<file path="src/rtl/switch_xbar_pkg.sv">
// Shared types for the crossbar scheduler: FSM states, port masks/indices,
// and the round-robin scan helper used by both allocator and top.
package switch_xbar_pkg;

   localparam int NUM_PORTS_C = 4;
   localparam int PORT_IDX_W  = 2;

   typedef logic [NUM_PORTS_C-1:0] port_mask_t;
   typedef logic [PORT_IDX_W-1:0]  port_idx_t;

   typedef enum logic [1:0] {
      S_IDLE,
      S_ALLOC,
      S_DELIVER
   } sched_state_e;

   // First set bit of vec scanning ptr+1, ptr+2, ptr+3, ptr+4 (mod 4); ptr if none.
   function automatic port_idx_t first_in_scan(input port_idx_t ptr, input port_mask_t vec);
      port_idx_t idx;
      first_in_scan = ptr;
      for (int k = NUM_PORTS_C; k >= 1; k--) begin
         idx = ptr + port_idx_t'(k);
         if (vec[idx]) first_in_scan = idx;
      end
   endfunction

endpackage

</file>
<file path="src/rtl/switch_xbar_alloc.sv">
// Combinational all-or-nothing output allocation in round-robin scan order.
// Zero latency; no backpressure (pure function of req/target/pointer).
module switch_xbar_alloc
   import switch_xbar_pkg::*;
(
   input  logic [NUM_PORTS_C-1:0]                   req_i,
   input  logic [NUM_PORTS_C-1:0][NUM_PORTS_C-1:0]  req_target_i,
   input  logic [PORT_IDX_W-1:0]                    rr_ptr_i,
   output logic [NUM_PORTS_C-1:0]                   win_o,
   output logic [NUM_PORTS_C-1:0]                   load_o,
   output logic [NUM_PORTS_C-1:0][PORT_IDX_W-1:0]   src_o,
   output logic [NUM_PORTS_C-1:0]                   zero_o
);

   always_comb begin
      port_mask_t taken;
      port_idx_t  idx;
      taken  = '0;
      idx    = '0;
      win_o  = '0;
      zero_o = '0;
      src_o  = '0;
      for (int k = 1; k <= NUM_PORTS_C; k++) begin
         idx = rr_ptr_i + port_idx_t'(k);
         if (req_i[idx]) begin
            if (req_target_i[idx] == '0) begin
               zero_o[idx] = 1'b1;
            end else if ((req_target_i[idx] & taken) == '0) begin
               win_o[idx] = 1'b1;
               for (int o = 0; o < NUM_PORTS_C; o++) begin
                  if (req_target_i[idx][o]) src_o[o] = idx;
               end
               taken = taken | req_target_i[idx];
            end
         end
      end
      load_o = taken;
   end

endmodule

</file>
<file path="src/rtl/switch_xbar_scheduler.sv">
// 4-port crossbar scheduler: IDLE -> ALLOC -> DELIVER rounds, grant/out_valid two cycles after req.
// Outputs hold until their out_ready; a watchdog drops stalled deliveries after TIMEOUT cycles.
module switch_xbar_scheduler
   import switch_xbar_pkg::*;
#(
   parameter int NUM_PORTS = 4,
   parameter int DATA_W    = 16,
   parameter int TIMEOUT   = 64
) (
   input  logic                                   clk,
   input  logic                                   rst_n,
   input  logic [NUM_PORTS-1:0]                   req_i,
   input  logic [NUM_PORTS-1:0][NUM_PORTS-1:0]    req_target_i,
   input  logic [NUM_PORTS-1:0][DATA_W-1:0]       req_data_i,
   output logic [NUM_PORTS-1:0]                   grant_o,
   output logic [NUM_PORTS-1:0]                   out_valid_o,
   output logic [NUM_PORTS-1:0][PORT_IDX_W-1:0]   out_src_o,
   output logic [NUM_PORTS-1:0][DATA_W-1:0]       out_data_o,
   input  logic [NUM_PORTS-1:0]                   out_ready_i,
   output logic                                   busy_o,
   output logic                                   drop_pulse_o,
   output logic [PORT_IDX_W-1:0]                  rr_ptr_o
);

   localparam logic [7:0] WD_LAST = 8'(TIMEOUT - 1);

   sched_state_e                          state_q;
   logic [NUM_PORTS-1:0]                  grant_q;
   logic [NUM_PORTS-1:0]                  out_valid_q;
   logic [NUM_PORTS-1:0][PORT_IDX_W-1:0]  out_src_q;
   logic [NUM_PORTS-1:0][DATA_W-1:0]      out_data_q;
   logic                                  drop_q;
   logic [PORT_IDX_W-1:0]                 rr_ptr_q;
   logic [7:0]                            wd_q;

   logic [NUM_PORTS-1:0]                  win, load, zero, valid_d;
   logic [NUM_PORTS-1:0][PORT_IDX_W-1:0]  src;

   switch_xbar_alloc u_alloc (
      .req_i        (req_i),
      .req_target_i (req_target_i),
      .rr_ptr_i     (rr_ptr_q),
      .win_o        (win),
      .load_o       (load),
      .src_o        (src),
      .zero_o       (zero)
   );

   assign valid_d = out_valid_q & ~out_ready_i;

   always_ff @(posedge clk or negedge rst_n) begin
      if (!rst_n) begin
         state_q     <= S_IDLE;
         grant_q     <= '0;
         out_valid_q <= '0;
         out_src_q   <= '0;
         out_data_q  <= '0;
         drop_q      <= 1'b0;
         rr_ptr_q    <= 2'd3;
         wd_q        <= '0;
      end else begin
         grant_q <= '0;
         drop_q  <= 1'b0;
         case (state_q)
            S_IDLE: begin
               wd_q <= '0;
               if (|req_i) state_q <= S_ALLOC;
            end
            S_ALLOC: begin
               grant_q     <= win | zero;
               drop_q      <= |zero;
               out_valid_q <= load;
               for (int o = 0; o < NUM_PORTS; o++) begin
                  if (load[o]) begin
                     out_src_q[o]  <= src[o];
                     out_data_q[o] <= req_data_i[src[o]];
                  end
               end
               if (|win) rr_ptr_q <= first_in_scan(rr_ptr_q, win);
               wd_q    <= '0;
               state_q <= (|load) ? S_DELIVER : S_IDLE;
            end
            S_DELIVER: begin
               // Completion wins over timeout when the last output is accepted on the final cycle.
               if (valid_d == '0) begin
                  out_valid_q <= '0;
                  wd_q        <= '0;
                  state_q     <= S_IDLE;
               end else if (wd_q == WD_LAST) begin
                  out_valid_q <= '0;
                  drop_q      <= 1'b1;
                  wd_q        <= '0;
                  state_q     <= S_IDLE;
               end else begin
                  out_valid_q <= valid_d;
                  wd_q        <= wd_q + 8'd1;
               end
            end
            default: state_q <= S_IDLE;
         endcase
      end
   end

   assign grant_o      = grant_q;
   assign out_valid_o  = out_valid_q;
   assign out_src_o    = out_src_q;
   assign out_data_o   = out_data_q;
   assign busy_o       = (state_q != S_IDLE);
   assign drop_pulse_o = drop_q;
   assign rr_ptr_o     = rr_ptr_q;

endmodule

</file>
<file path="config.mk">
export PLATFORM = sky130hd
export DESIGN_NAME = switch_xbar_scheduler
export DESIGN_NICKNAME = d
export VERILOG_FILES = /design/src/rtl/switch_xbar_pkg.sv /design/src/rtl/switch_xbar_alloc.sv /design/src/rtl/switch_xbar_scheduler.sv
export SDC_FILE = /design/constraint.sdc
export NUM_CORES = 1
export LEC_CHECK = 0
export CAP_MARGIN = 20
export CORE_ASPECT_RATIO = 0.75
export CORE_UTILIZATION = 40
export DETAILED_ROUTE_END_ITERATION = 7
export GPL_ROUTABILITY_DRIVEN = 0
export PLACE_DENSITY_LB_ADDON = 0.15
export SLEW_MARGIN = 10
export SYNTH_ARGS = -nofsm -noshare
export SYNTH_HDL_FRONTEND = slang
export SYNTH_SLANG_ARGS = --single-unit
export TNS_END_PERCENT = 5
</file>
<file path="constraint.sdc">
create_clock -name clk -period 6.44 [get_ports clk]
set_clock_uncertainty 0.05 [all_clocks]
set_input_delay 1.61 -clock clk [delete_from_list [all_inputs] [get_ports clk]]
set_output_delay 1.61 -clock clk [all_outputs]
set_load 0.03 [all_outputs]
</file>
==> impl_summary.md <==
Finish
The final layout contains 1193 nets. 0 antenna diodes ended up in the layout. The relative area change from synthesis to final layout is 25.8%.

The total area of multi-input combinational cells is 0.00607 mm^2. The flip-flop and latch area is 0.00233 mm^2. After routing the design area is 0.0111 mm^2.

Counting the fill cells in the layout gives 1967. The share of post-route cells with drive strength above 1 is 14.2%.

Yosys
The area share of the leading cell type in the synthesized netlist is 25.9%. The count of flip-flops with a built-in enable after synthesis is 0. The mean post-synth cell area is 9.17 um^2. Sorting the synthesized cells by area gives the leading types as dfrtp_1, mux2i_1, mux2_2, mux4_2, o31ai_1. The largest total area in the synthesized netlist belongs to dfrtp_1. Sequential elements use 26.5% of the synthesized area. For this run, the leading register cell type out of synthesis is dfrtp_1.

Summing every instance area after synthesis gives 0.00880 mm^2. The number of instances in the synthesized netlist is 960. After synthesis, the share of flip-flops with an asynchronous set or reset is 100%.

The count of cell types in the netlist is 65. The post-synthesis net count is 1063. The Yosys step of the flow raised 0 warnings.

The synthesized design contains 93 register bits.

Job
The tool flagged a number of max-cap violations equal to 0.

Setup path
Measured in cells, the most critical reg-to-reg path has a length of 13. The critical path is of the input pin to flop type. The critical path capture point type is a flop.

The biggest fanout along the worst timing path is 23. For the worst setup path, the data arrival time is 5.69 ns. The worst path required time is 6.65 ns. The startpoint type of the worst setup path is an input pin.

Global routing
The via count of the first global-routing pass is 7906. The overflow left after global routing is 0. The first global-routing pass estimated 46600 um of wire. The number of antenna violations at the first check in global routing was 1. Entering global routing, the biggest net connects 72 pins. The global-route total usage across every layer is 26.2%.

Drt
The pre-antenna-repair detailed-routing pass consisted of 5 iterations. The amount of wire on met3 after detailed routing is 2140 um. The uppermost layer routed is met5. The detailed router put a total of 15000 um of wire on met1.

The routed design has 29800 um of wire. The number of violations reported at the end of detailed-routing iteration 0 is 845. The DRC violation count after routing is 0. The count of nets left with antenna violations once routing finished came out at 0.

The total length of routed met2 wires is 12100 um. After detailed routing, the average wire length per cell comes to 21.6 um. After detailed routing, the number of vias per cell comes to 6.32. The overall via count from detail_route is 8740.

Timing
The number of slew-limit violations in the final report is 0. The time the worst path needs with I/O delays and setup is 5.48 ns. The ratio of final minimum period to clock period is 85.1%.

Headroom to the max-slew limit came out at 26.8%. Summed over all failing endpoints, the final setup total negative slack is 0 ns. The total setup violations reported at the end of the flow is 0. For this run, the top clock speed supported by timing is 0.182 GHz. Setup repair after global routing left no endpoint under its margin. The count of final hold-check violations is 0.

For the pin with the worst max-slew slack, the measured transition is 1.10 ns.

Placed design
The post-place instance area is 0.0108 mm^2. The port buffer count is 173. Detailed placement ended at an HPWL of 20100 um.

CTS
The cell sitting at the root of the clock tree is a clkbuf_16. The clock tree synthesis step divided the H-tree into 3 levels. CTS saw 93 sinks. The longest clock path from root to sink contains 2 buffers. The number of buffers added for setup after CTS is 0.

TritonCTS created 9 clock buffers. TritonCTS built the clock tree. After clock tree synthesis, the clock-pin slew on the worst setup and hold paths is 0.07 ns. Clock latency on the worst-skew pair, taken at its later pin, is 0.35 ns. For this design, the CTS-stage hold fixing added 0 buffers. The post-CTS resize count is 0.

Floorplanning
The row count is 46. Pin placement for this block handled 174 I/O pins. The initial utilization of the core area, before any placement, comes to 41.2%. The die is 173 um wide. The floorplan step defined a die boundary enclosing 0.0226 mm^2. The overall die height is 130 um. The area of the core is 0.0214 mm^2.

Outcome
The flow ran to the end, and the final reports show no timing, DRC or antenna violations.

Min path
Counting instances, the worst hold path has a depth of 1. The path class of the lowest-slack min-delay path is flop to flop.
## sequential cells by signal, summed over array words and instances, names as in the netlist
signal,count
state_q,2
rr_ptr_o,2
out_src_o,8
drop_pulse_o,1
out_data_o,64
wd_q,8
out_valid_o,4
grant_o,4
## cells in the mapped netlist, drive strengths merged (3+ instances only)
cell type and count:
mux2i 116, dfrtp 91, nand2 73, a21oi 57
mux2 57, o21ai 50, o22ai 50, clkbuf 47
o31ai 47, nor2 41, buf 33, a22oi 30
mux4 25, or3 20, inv 18, a31o 17
o221ai 16, and2 15, a211oi 14, ha 13
nand3 13, a221o 12, a21o 10, a22o 9
nor3 9, o21a 9, nand2b 8, a31oi 6
a32o 5, nor4 5, and3 4, or2 4
a211o 3, a222oi 3, a32oi 3, nor2b 3
or4 3
## worst max-delay path, cell delays in order
cell             delay, ns
clkdlybuf4s50_1       0.49
mux4_2                0.57
a22oi_1               0.29
a31o_1                0.37
a211oi_1              0.19
o21ai_1               0.47
a32o_2                0.71
buf_4                 0.33
o22ai_1               0.11
a211oi_1              0.24
a21oi_1               0.08
o31ai_1               0.22
## cell families (layout without fill, tap and decap cells)
kind of cell / count (synthesis) / count (layout) / share of synthesized area, %
flip-flops: 93 / 93 / 26.5
AO/OA/AOI/OAI: 355 / 355 / 28.4
XOR/XNOR: 2 / 2 / 0.199
multiplexers: 198 / 198 / 26.9
AND/OR/NAND/NOR: 201 / 201 / 11.1
buffers and inverters: 98 / 233 / 5.09
adder cells (fa/ha/maj): 13 / 13 / 1.85
## stage by stage
step                      cells  utilization (%)  hold WS [ns]  setup slack, ns
after floorplan             960                -         0.412             1.31
after global placement     1367             50.6         0.415            0.821
after detailed placement   1367             50.6         0.415            0.708
after CTS                  1383             51.9         0.432             1.09
after global routing       1383             51.9         0.463            0.759
final                      1383             51.9         0.424            0.960
## routing by layer
layer  global-route usage (%)  vias to the layer above
met3                     4.46                       45
met2                     36.8                      393
li1                         -                     4048
met5                        0                        -
met4                     6.72                        2
met1                     40.8                     4252
## area by class of cell
| class | count | area share (%) |
|---|---|---|
| Clock buffer | 10 | 2.07 |
| Clock inverter | 6 | 0.395 |
| Inverter | 18 | 0.610 |
| Multi-Input combinational cell | 769 | 54.8 |
| Sequential cell | 93 | 21.1 |
| Tap cell | 288 | 3.25 |
| Timing Repair Buffer | 199 | 17.8 |
## cell usage in the layout (no fill, tap or decap), types with 4 or more instances in the layout
cell	instances
a31o_2	4
a211oi_1	13
ha_1	13
nor3_1	7
o31ai_2	5
mux2_2	54
a221o_1	12
a21oi_1	56
buf_4	23
nor2_1	39
or2_2	4
nand3_1	12
o221ai_1	16
and2_1	14
o21a_1	9
a22oi_1	30
and3_1	4
o21ai_0	37
buf_12	4
mux4_2	25
o21ai_1	10
o31ai_1	42
a21o_1	10
or3_1	20
nand2_1	73
mux2i_1	116
dfrtp_1	91
clkdlybuf4s50_1	172
inv_1	18
clkbuf_16	9
o22ai_1	50
nor4_1	5
a31oi_1	6
nand2b_1	8
a31o_1	13
a22o_1	7
## worst paths after layout
check | start | endpoint | slack (ns)
max | req_target_i[4] | out_data_o[57] | 0.96
min | out_src_o[2] | out_src_o[2] | 0.42
max reg2reg | rr_ptr_o[0] | out_data_o[57] | 1.11
min reg2reg | out_src_o[2] | out_src_o[2] | 0.42
max in group asynchronous | rst_n | out_data_o[55] | 3.99
min in group asynchronous | rst_n | wd_q[3] | 1.20
Power is not shown: default switching activity piles up to over one toggle a cycle in this logic, so the estimate is an artifact.
